**src/rtl/fetch_queue_if.sv**
```systemverilog
// Memory-side and decode-side signals of the fetch queue.
// The master modport is the fetch unit; the slave modport is its environment.
interface fetch_queue_if #(
  parameter int DATA_W = 8,
  parameter int ADDR_W = 8
);
  logic              enabled;
  logic              redirect;
  logic [ADDR_W-1:0] redirect_pc;
  logic              mem_req;
  logic [ADDR_W-1:0] mem_addr;
  logic [DATA_W-1:0] mem_data;
  logic              out_valid;
  logic              out_ready;
  logic [DATA_W-1:0] out_data;
  logic [ADDR_W-1:0] out_pc;

  modport master (
    input  enabled, redirect, redirect_pc, mem_data, out_ready,
    output mem_req, mem_addr, out_valid, out_data, out_pc
  );

  modport slave (
    output enabled, redirect, redirect_pc, mem_data, out_ready,
    input  mem_req, mem_addr, out_valid, out_data, out_pc
  );
endinterface

```
**src/rtl/fetch_queue.sv**
```systemverilog
// Instruction fetch unit: PC, sequential memory requests and a DEPTH-entry
// prefetch FIFO of {word, address} drained by decode through valid/ready.
module fetch_queue #(
  parameter int                DATA_W   = 8,
  parameter int                ADDR_W   = 8,
  parameter int                DEPTH    = 4,
  parameter logic [ADDR_W-1:0] RESET_PC = '0
) (
  input  logic          clk,
  input  logic          reset,
  fetch_queue_if.master bus
);
  localparam int CW = $clog2(DEPTH + 1);
  localparam int PW = $clog2(DEPTH);
  localparam logic [CW:0] DEPTH_V = (CW+1)'(DEPTH);

  logic [ADDR_W-1:0] pc, pend_pc;
  logic              inflight;
  logic [CW-1:0]     count;
  logic [PW-1:0]     head, tail;
  logic [DATA_W-1:0] data_q [DEPTH];
  logic [ADDR_W-1:0] pc_q   [DEPTH];

  logic [CW:0] used;
  logic        req, push, pop;

  // Credit uses registered state only, so a same-cycle pop never frees a slot.
  assign used = {1'b0, count} + {{CW{1'b0}}, inflight};
  assign req  = reset & bus.enabled & ~bus.redirect & (used < DEPTH_V);
  assign push = inflight & ~bus.redirect;
  assign pop  = (count != '0) & bus.out_ready & ~bus.redirect;

  assign bus.mem_req   = req;
  assign bus.mem_addr  = pc;
  assign bus.out_valid = (count != '0);
  // Head is forced to zero when empty so outputs read zero during reset.
  assign bus.out_data  = (count != '0) ? data_q[head] : '0;
  assign bus.out_pc    = (count != '0) ? pc_q[head]   : '0;

  always_ff @(posedge clk or negedge reset) begin
    if (!reset) begin
      pc       <= RESET_PC;
      pend_pc  <= '0;
      inflight <= 1'b0;
      count    <= '0;
      head     <= '0;
      tail     <= '0;
    end else if (bus.redirect) begin
      pc       <= bus.redirect_pc;
      inflight <= 1'b0;
      count    <= '0;
      head     <= '0;
      tail     <= '0;
    end else begin
      inflight <= req;
      if (req) begin
        pc      <= pc + ADDR_W'(1);
        pend_pc <= pc;
      end
      if (push) tail <= tail + PW'(1);
      if (pop)  head <= head + PW'(1);
      unique case ({push, pop})
        2'b10:   count <= count + CW'(1);
        2'b01:   count <= count - CW'(1);
        default: ;
      endcase
    end
  end

  // Storage needs no reset: entries are only visible while count is nonzero.
  always_ff @(posedge clk) begin
    if (push) begin
      data_q[tail] <= bus.mem_data;
      pc_q[tail]   <= pend_pc;
    end
  end
endmodule

```
**src/flat_wrapper.sv**
```systemverilog
// flat-port wrapper written by rule: the top's interface ports become plain ports
module fetch_queue_flat 
#(
  parameter int                DATA_W   = 8,
  parameter int                ADDR_W   = 8,
  parameter int                DEPTH    = 4,
  parameter logic [ADDR_W-1:0] RESET_PC = '0
)
  (clk, reset, bus_enabled, bus_redirect, bus_redirect_pc, bus_mem_data, bus_out_ready, bus_mem_req, bus_mem_addr, bus_out_valid, bus_out_data, bus_out_pc);
  fetch_queue_if #(.DATA_W(DATA_W), .ADDR_W(ADDR_W)) bus_i ();
  input  logic clk;
  input  logic reset;
  input wire logic [$bits(bus_i.enabled)-1:0] bus_enabled;
  input wire logic [$bits(bus_i.redirect)-1:0] bus_redirect;
  input wire logic [$bits(bus_i.redirect_pc)-1:0] bus_redirect_pc;
  input wire logic [$bits(bus_i.mem_data)-1:0] bus_mem_data;
  input wire logic [$bits(bus_i.out_ready)-1:0] bus_out_ready;
  output wire logic [$bits(bus_i.mem_req)-1:0] bus_mem_req;
  output wire logic [$bits(bus_i.mem_addr)-1:0] bus_mem_addr;
  output wire logic [$bits(bus_i.out_valid)-1:0] bus_out_valid;
  output wire logic [$bits(bus_i.out_data)-1:0] bus_out_data;
  output wire logic [$bits(bus_i.out_pc)-1:0] bus_out_pc;
  assign bus_i.enabled = bus_enabled;
  assign bus_i.redirect = bus_redirect;
  assign bus_i.redirect_pc = bus_redirect_pc;
  assign bus_i.mem_data = bus_mem_data;
  assign bus_i.out_ready = bus_out_ready;
  assign bus_mem_req = bus_i.mem_req;
  assign bus_mem_addr = bus_i.mem_addr;
  assign bus_out_valid = bus_i.out_valid;
  assign bus_out_data = bus_i.out_data;
  assign bus_out_pc = bus_i.out_pc;
  fetch_queue #(.DATA_W(DATA_W), .ADDR_W(ADDR_W), .DEPTH(DEPTH), .RESET_PC(RESET_PC)) u_core (.clk(clk), .reset(reset), .bus(bus_i));
endmodule
```
**config.mk**
```make
export PLATFORM = sky130hd
export DESIGN_NAME = fetch_queue_flat
export DESIGN_NICKNAME = d
export VERILOG_FILES = /design/src/rtl/fetch_queue_if.sv /design/src/rtl/fetch_queue.sv /design/src/flat_wrapper.sv
export SDC_FILE = /design/constraint.sdc
export NUM_CORES = 1
export LEC_CHECK = 0
export CAP_MARGIN = 25
export CORE_ASPECT_RATIO = 0.5
export CORE_MARGIN = 4
export CORE_UTILIZATION = 55
export CTS_CLUSTER_SIZE = 24
export DETAILED_ROUTE_END_ITERATION = 6
export MAX_ROUTING_LAYER = met4
export PLACE_DENSITY = 0.79
export SYNTH_ARGS = -nofsm -noshare
export SYNTH_HDL_FRONTEND = slang
export SYNTH_SLANG_ARGS = --single-unit
export TNS_END_PERCENT = 1
```
**constraint.sdc**
```tcl
create_clock -name clk -period 2.25 [get_ports clk]
set_input_delay 0.45 -clock clk [delete_from_list [all_inputs] [get_ports clk]]
set_output_delay 0.45 -clock clk [all_outputs]
set_load 0.05 [all_outputs]
```
======== Word level (Yosys, flattened, before mapping) ========
Memory sizes are Yosys's and may differ from the RTL's.
Index checks and enable logic that the tools add are counted.
word-level totals
  bits in latches ......................... 0
  logic and storage cells ................. 43
  memories kept ........................... 2
  input port bits ......................... 21
  bits in registers ....................... 24
  RAM bits ................................ 64
  bits in read-only memories .............. 0
  output and inout port bits .............. 26
operators by class
  reductions and logical operators ........ 6
  bitwise operators ....................... 7
  multipliers ............................. 0
  divide/modulo/power cells ............... 0
  order comparisons ....................... 1
  equal/unequal tests ..................... 2
  shift-type cells ........................ 0
  add/sub/neg operators ................... 6
  muxes and demuxes ....................... 13
memory list
  name           words  bits a word  read ports  clocked after memory_dff  wr ports  line               source
  u_core.data_q  4      8            1           0                         1         fetch_queue.sv:21  logic [DATA_W-1:0] data_q [DEPTH];
  u_core.pc_q    4      8            1           0                         1         fetch_queue.sv:22  logic [ADDR_W-1:0] pc_q [DEPTH];
operator list
  cell                 count
  $mux 8               4
  $add 8x1->8 const B  1
  $mux 2               4
  $and 1x1->1          6
  $pmux 3 s2           1
  $reduce_bool 2->1    3
  $reduce_bool 3->1    2
  $add 2x1->2 const B  2
  $add 3x1->4          1
  $lt 4x3->1 const B   1
  $add 3x1->3 const B  1
  $mux 1               3
  $mux 3               1
  $sub 3x1->3 const B  1
  $eq 2x1->1 const B   1
  $eq 2x2->1 const B   1
  $reduce_and 2->1     1
  $not 1->1            1

======== Logic depth before layout (Yosys ltp) ========
Gate-level depths: netlist (run 1).
  word-level depth ........................ 6
  depth in mapped cells ................... 7
  mapped depth without buffers ............ 6

======== Worst setup path before layout (run 1) ========
Ideal clock, no wire load.
  path kind ............................... input-to-reg
  start ................................... input bus_redirect
  end ..................................... register u_core.count[2]
  cell stages on the path ................. 7
  arrival ................................. 2.023 ns
  required time ........................... 2.113 ns
  slack ................................... 0.091 ns
  library setup time ...................... 0.137 ns
  path buffers ............................ 2
  cell sequence ........................... clkbuf_1 > clkbuf_1 > nor3_1 > fa_1 > nor3_1 > o21ai_0 > nor3b_1
between the ends
  word-level cells in the longest chain between the ends .. 5
  elaborated cells on any way between the ends .. 8
  classes of those cells .................. eq/ne: 2; mux: 2; bitwise: 3; reduce/logical: 1
ends and longest elaborated chain
  what                                             line                                  source
  from (decl)                                      flat_wrapper.sv:14                    input wire logic [$bits(bus_i.redirect)-1:0] bus_redirect;
  $not 1->1 (no source line)                       n/a
  $and 1x1->1, on equally long branches            fetch_queue.sv:31, fetch_queue.sv:30
  $eq 2x1->1 / $eq 2x2->1 (equally long branches)  fetch_queue.sv:62                     unique case ({push, pop})
  $pmux 3 s2                                       fetch_queue.sv:62
  $mux 3                                           fetch_queue.sv:48                     end else if (bus.redirect) begin
  to (signal assigned)                             fetch_queue.sv:63                     2'b10: count <= count + CW'(1);
  to (signal assigned)                             fetch_queue.sv:64                     2'b01: count <= count - CW'(1);
  to (decl)                                        fetch_queue.sv:19                     logic [CW-1:0] count;
Parallel ways exist; a longest one is shown, timed or not.
A chain may end at the register's enable or synchronous reset.

======== Worst setup path after layout (run 1) ========
  start ................................... register u_core.head[0]
  end ..................................... output bus_out_pc[2]
between the ends
  word-level cells in the longest chain between the ends .. 2
ends and longest elaborated chain
  what                    line                source
  from (decl)             fetch_queue.sv:20   logic [PW-1:0] head, tail;
  from (signal assigned)  fetch_queue.sv:61   if (pop) head <= head + PW'(1);
  $mem_v2 4x8             n/a
  $mux 8                  fetch_queue.sv:38   assign bus.out_pc = (count != '0) ? pc_q[head] : '0;
  to (decl)               flat_wrapper.sv:22  output wire logic [$bits(bus_i.out_pc)-1:0] bus_out_pc;
No other way between the ends.

==> impl_metrics.yaml, run 1 <==
timing:
  slew_violations: 0
  fin_crit_sh_pct: 97.3
  relSlewSlack_pct: 66.5
  tightest_slew_ns: 0.501
  min_period_ns: 2.19
  max_freq_mhz: 457
  tns_ns: 0
  setup_viol: 0
  rsz0062_at_grt: "true"
  fin_skew_ns: 0.00474
  hold_viol_final: 0
floorplanning:
  dieWidth_um: 124
  die-area_mm2: 0.00816
  io_pins: 47
  die_height_um: 65.9
  core_mm2: 0.00628
  fp-row-count: 20
  initial_utilization_pct: 58.7
clock_network:
  numCtsBuffers: 9
  cts_buffer_depth: 2
  cts_max_level: 3
  root_buffer: "clkbuf_16"
  clk_latency_ns: 0.33
  clock_sinks: 88
  cts_tree: "yes"
  clk_pin_slew_ns: 0.06
place:
  port_buffers: 46
  gp_congestion: 0.823
  post-place-cells: 365
  dpl_cell_area_mm2: 0.00429
  hpwl_mm: 4.32
synth:
  syn_inst: 230
  avgSynthCellArea_um2: 16.0
  yosysWarnings: 0
  synthTopCellsByArea: "edfxtp_1 52%, dfrtp_1 16%, mux4_2 9.8%"
  synth.ff_latch_count: 88
  synth_top_cell_by_area: "edfxtp_1"
  synth_top_cell_area_share_pct: 52.1
  ys_seq_area_share_pct: 68.4
  syn-num-nets: 257
  ys_types: 38
  synth_area_mm2: 0.00369
final_layout:
  fill_cells: 367
  syn2layout_area_growth_pct: 28.0
  antenna_cells: 0
  final_cell_area_mm2: 0.00472
  drive_gt1_share_pct: 29.8
  fin_nets: 317
  final_cells: 383
route:
  vias: 2136
  drt_iter0_markers: 188
  routed_wl_mm: 6.85
  vias_per_cell: 5.58
  dr.pass1.iters: 4
  drtAntennaViolNets: 0
  drcViolationCount: 0
  routedWlPerCell_um: 17.9
power_and_ir_drop:
  p_total_mw: 5.33
  power.leakage_nw: 1.76
  p_per_area_mw_per_mm2: 1130
  ir_worst_vdd_mv: 0.632
setup_path:
  critPathLaunchType: "flip-flop"
  required_ns: 1.80
  endpoint_kind: "primary output"
  rr_worst_depth: 6
  regToRegStartpoint: "u_core.count[0]"
  worstSetupStartpoint: "u_core.head[0]"
  r2r_slack_ns: 0.19
  worst-path-max-fanout: 8
  crit_end: "bus_out_pc[2]"
  worstPathArrival_ns: 1.74
  critPathKind: "reg -> out"
  timing.rr.end: "u_core.count[2]"
grt:
  track_usage_pct: 20.2
  antenna_found_initial: 0
  overflow: 0
  grt_pass1_vias: 2299
  grt_max_degree: 25
  grt_first_pass_wirelength_mm: 11.7
min_path:
  hold_class: "reg -> reg"
status:
  status: "finished, final reports clean"
run:
  drv_cap: 0
[worst max-delay path, stage by stage (launching register included)]
cell and delay (ns):
dfrtp_2 0.42, buf_12 0.15, mux4_2 0.51, and2_4 0.18, buf_6 0.14
[cell type report]
class	instances	area, µm²	area share (%)
clock buffers	10	229	4.85
clock inverters	6	67.6	1.43
inverters	6	25.0	0.530
multi-input cells	125	1120	23.8
flip-flops and latches	88	2520	53.4
well taps	88	110	2.33
repair buffers	60	643	13.6
[metal layers]
| metal | up-vias | part of all wire, % | track usage, % |
|---|---|---|---|
| li1 | 977 | - | - |
| met1 | 1087 | 45 | 25.9 |
| met2 | 59 | 49 | 31.3 |
| met3 | 13 | 3.7 | 5.73 |
| met4 | 0 | 1.9 | 6.90 |
| met5 | - | 0 | - |
[state kept, by name, summed over array words and instances, names as in the netlist]
name and count:
u_core.head 2, u_core.pc_q 32, u_core.bus.mem_addr 8, u_core.tail 2, u_core.data_q 32, u_core.count 3
u_core.pend_pc 8, u_core.inflight 1
[cells by family (layout without fill, tap and decap cells)]
group | Yosys count | after routing | synth area share (%)
simple gates | 75 | 75 | 10.9
mux | 18 | 18 | 10.3
xor+xnor | 5 | 5 | 1.19
fa+ha+maj | 6 | 6 | 2.24
compound gates | 21 | 21 | 4.61
buf+inv | 17 | 82 | 2.41
flops | 88 | 88 | 68.4
[synth_stat cells]
master / count
edfxtp_1: 64
nand2_1: 25
dfrtp_1: 24
and2_1: 21
mux4_2: 16
nor2_1: 9
buf_2: 6
ha_1: 5
inv_1: 5
nor3_1: 5
o21ai_1: 5
a221o_1: 4
a22oi_1: 3
clkbuf_1: 3
nand3_1: 3
xnor2_1: 3
a21o_1: 2
a21oi_1: 2
buf_6: 2
mux2i_1: 2
nor3b_1: 2
o21bai_1: 2
xor2_1: 2
a41oi_2: 1
and3_1: 1
and4_1: 1
fa_1: 1
inv_4: 1
nand3_2: 1
nand4_1: 1
nand4_4: 1
nor2_2: 1
nor2b_1: 1
nor3_2: 1
nor4_1: 1
o21ai_0: 1
o31ai_4: 1
or3_1: 1
[placed cells by master, fill, tap and decap left out, drive strengths merged, types with 2 or more instances in the layout]
master / count
a21o: 2
a21oi: 2
a221o: 4
a22oi: 3
and2: 21
buf: 32
clkbuf: 10
clkdlybuf4s50: 28
clkinvlp: 2
dfrtp: 24
edfxtp: 64
ha: 5
inv: 8
mux2i: 2
mux4: 16
nand2: 25
nand3: 4
nand4: 2
nor2: 10
nor3: 6
nor3b: 2
o21ai: 6
o21bai: 2
xnor2: 3
xor2: 2
[worst min-delay path by stage]
stage                            startpoint                     end  cells after the start
final                     u_core.pend_pc[2]       u_core.pc_q[2][2]                      0
after global routing      u_core.pend_pc[3]       u_core.pc_q[2][3]                      0
after CTS                 u_core.pend_pc[3]       u_core.pc_q[2][3]                      0
after detailed placement  u_core.pend_pc[3]       u_core.pc_q[0][3]                      0
after global placement    u_core.pend_pc[3]       u_core.pc_q[2][3]                      0
after floorplan                       reset  u_core.bus.mem_addr[0]                      0
[power breakdown]
part           leakage, nW  total, mW  internal [mW]  switching, mW
registers            0.886       2.05           1.89          0.152
logic                0.735       1.83          0.806           1.02
clock network        0.139       1.45          0.865          0.588
total                 1.76       5.33           3.57           1.76
[metrics by stage]
stage                     hold slack, ns  setup WS (ns)  util (%)
after floorplan                    0.154         0.0907         -
after detailed placement           0.518         0.0280      68.3
final                              0.534         0.0601      75.2
after global routing               0.554        -0.0168      75.2
after global placement             0.492          0.107      68.3
after CTS                          0.534        -0.0325      75.9
[repair_timing]
action | CTS | global route
gates resized for setup | 35 | 0
hold buffers | 0 | 0
hold endpoints to repair | 0 | 0
cloned | 1 | 0
setup buffers | 3 | 0
setup endpoints to repair | 17 | 16
Note: power is estimated with default switching activity, not from simulation.
==> run 2, diff against run 1 <==
GPL_TIMING_DRIVEN = 1   (was unset)
==> results of run 2 <==
No change in the layout: final DEF, timing and power equal those of run 1.
==> run 3, diff against run 2 <==
CELL_PAD_IN_SITES_DETAIL_PLACEMENT = 0   (was unset)
CELL_PAD_IN_SITES_GLOBAL_PLACEMENT = 1   (was unset)
CORE_UTILIZATION = 46   (was 55)
PLACE_DENSITY = unset   (was 0.79)
PLACE_DENSITY_LB_ADDON = 0.1   (was unset)
==> impl_metrics.yaml, run 3 (synthesis results as in run 1) <==
clock_network:
  cts_buffer_depth: 2
  cts_max_level: 3
  numCtsBuffers: 9
  clk_latency_ns: 0.33
  root_buffer: "clkbuf_16"
  clk_pin_slew_ns: 0.06
  cts_tree: "yes"
  ctsHoldBuffers: 0
  clock_sinks: 88
timing:
  hold_ws_ns: 0.520
  setup_viol: 0
  slew_violations: 0
  hold_viol_final: 0
  tns_ns: 0
  fin_skew_ns: 0.00397
  fin_ws_ns: 0.00505
  tightest_slew_ns: 0.517
  fin_crit_sh_pct: 99.8
  max_freq_mhz: 445
  rsz0062_at_grt: "true"
  relSlewSlack_pct: 65.4
  min_period_ns: 2.24
place:
  hpwl_mm: 4.33
  dpl_cell_area_mm2: 0.00435
  gp_congestion: 0.818
  dp_worst_setup_slack_ns: 0.0179
  post-place-cells: 386
  port_buffers: 46
grt:
  use_met1_pct: 21.1
  grt_max_degree: 25
  track_usage_pct: 16.0
  grt_first_pass_wirelength_mm: 11.2
  overflow: 0
  busiest_layer: "met2"
  grt_pass1_vias: 2154
  met2_usage_pct: 23.1
  antenna_found_initial: 0
  met3_usage_pct: 6.03
final_layout:
  final_cell_area_mm2: 0.00478
  final_cells: 404
  fin_nets: 318
  final_common_cell: "edfxtp_1"
  top_regs: "u_core.data_q x32, u_core.pc_q x32"
  drive_gt1_share_pct: 29.4
  antenna_cells: 0
  final_cell_mix: "64 x edfxtp_1, 28 x clkdlybuf4s50_1, 25 x nand2_1, 23 x dfrtp_1"
  syn2layout_area_growth_pct: 29.5
floorplanning:
  die-area_mm2: 0.00961
  core_mm2: 0.00757
  io_pins: 47
  initial_utilization_pct: 48.7
  die_height_um: 71.3
  dieWidth_um: 135
  fp-row-count: 22
status:
  status: "finished, final reports clean"
route:
  routedWlPerCell_um: 16.6
  dr.pass1.iters: 4
  drtAntennaViolNets: 0
  vias: 2056
  drt_iter0_markers: 128
  routed_wl_mm: 6.72
  drcViolationCount: 0
  vias_per_cell: 5.09
setup_path:
  required_ns: 1.80
  worst-path-max-fanout: 8
  critPathKind: "reg -> out"
  worstPathArrival_ns: 1.79
  critPathLaunchType: "flip-flop"
  endpoint_kind: "primary output"
min_path:
  hold_class: "reg -> reg"
power_and_ir_drop:
  p_per_area_mw_per_mm2: 1110
  power.leakage_nw: 1.78
  ir_worst_vdd_mv: 0.550
run:
  drv_cap: 0
-- run 3: cell count changes in the layout (fill, tap and decap cells not counted), sizes merged --
cell and delta:
buf +1, clkinv +3, clkinvlp -1, inv -2
-- run 3: routing by layer --
layer  vias up  routed length, µm
met5         -                  0
met4         0                106
met3        10                453
met2        65               2970
met1       997               3190
li1        984                  -
-- run 3: final cells by class --
class,count,area [µm²]
fillers,561,2790
flip-flops and latches,88,2520
multi-input cells,125,1120
repair buffers,61,687
clock buffers,10,229
well taps,108,135
clock inverters,6,60.1
inverters,6,25.0
-- run 3: per-stage QoR --
stage,power (mW),util [%]
after floorplan,3.17,-
after global placement,3.64,57.5
after detailed placement,3.67,57.5
after CTS,5.38,63.1
after global routing,5.56,63.1
final,5.31,63.1
-- run 3: timing repair --
item | CTS | global route
buffers inserted | 1 | 0
gates resized for setup | 34 | 1
setup endpoints to repair | 16 | 16
gates cloned | 1 | 0
pin swaps | 0 | 0
-- run 3: path summary, 6_finish.rpt --
kind	cells past startpoint	startpoint	endpoint	slack (ns)
max in group asynchronous	2	reset	u_core.head[0]	1.31
worst min-delay path	0	u_core.pend_pc[7]	u_core.pc_q[3][7]	0.52
min in group asynchronous	2	reset	u_core.bus.mem_addr[1]	0.68
worst max register to register	6	u_core.count[0]	u_core.count[2]	0.26
worst min register to register	0	u_core.pend_pc[7]	u_core.pc_q[3][7]	0.52
worst max-delay path	4	u_core.head[0]	bus_out_pc[4]	0.005
-- run 3: power by group --
| part | total (mW) | leakage (nW) | switching (mW) | internal [mW] |
|---|---|---|---|---|
| logic | 1.85 | 0.751 | 1.02 | 0.826 |
| registers | 2.05 | 0.886 | 0.155 | 1.90 |
| clock network | 1.42 | 0.140 | 0.565 | 0.853 |
| total | 5.31 | 1.78 | 1.74 | 3.57 |
-- run 3: critical path: stages, from the launching register on --
cell	delay [ns]
dfrtp_2	0.47
buf_12	0.17
mux4_2	0.50
and2_4	0.18
buf_6	0.14
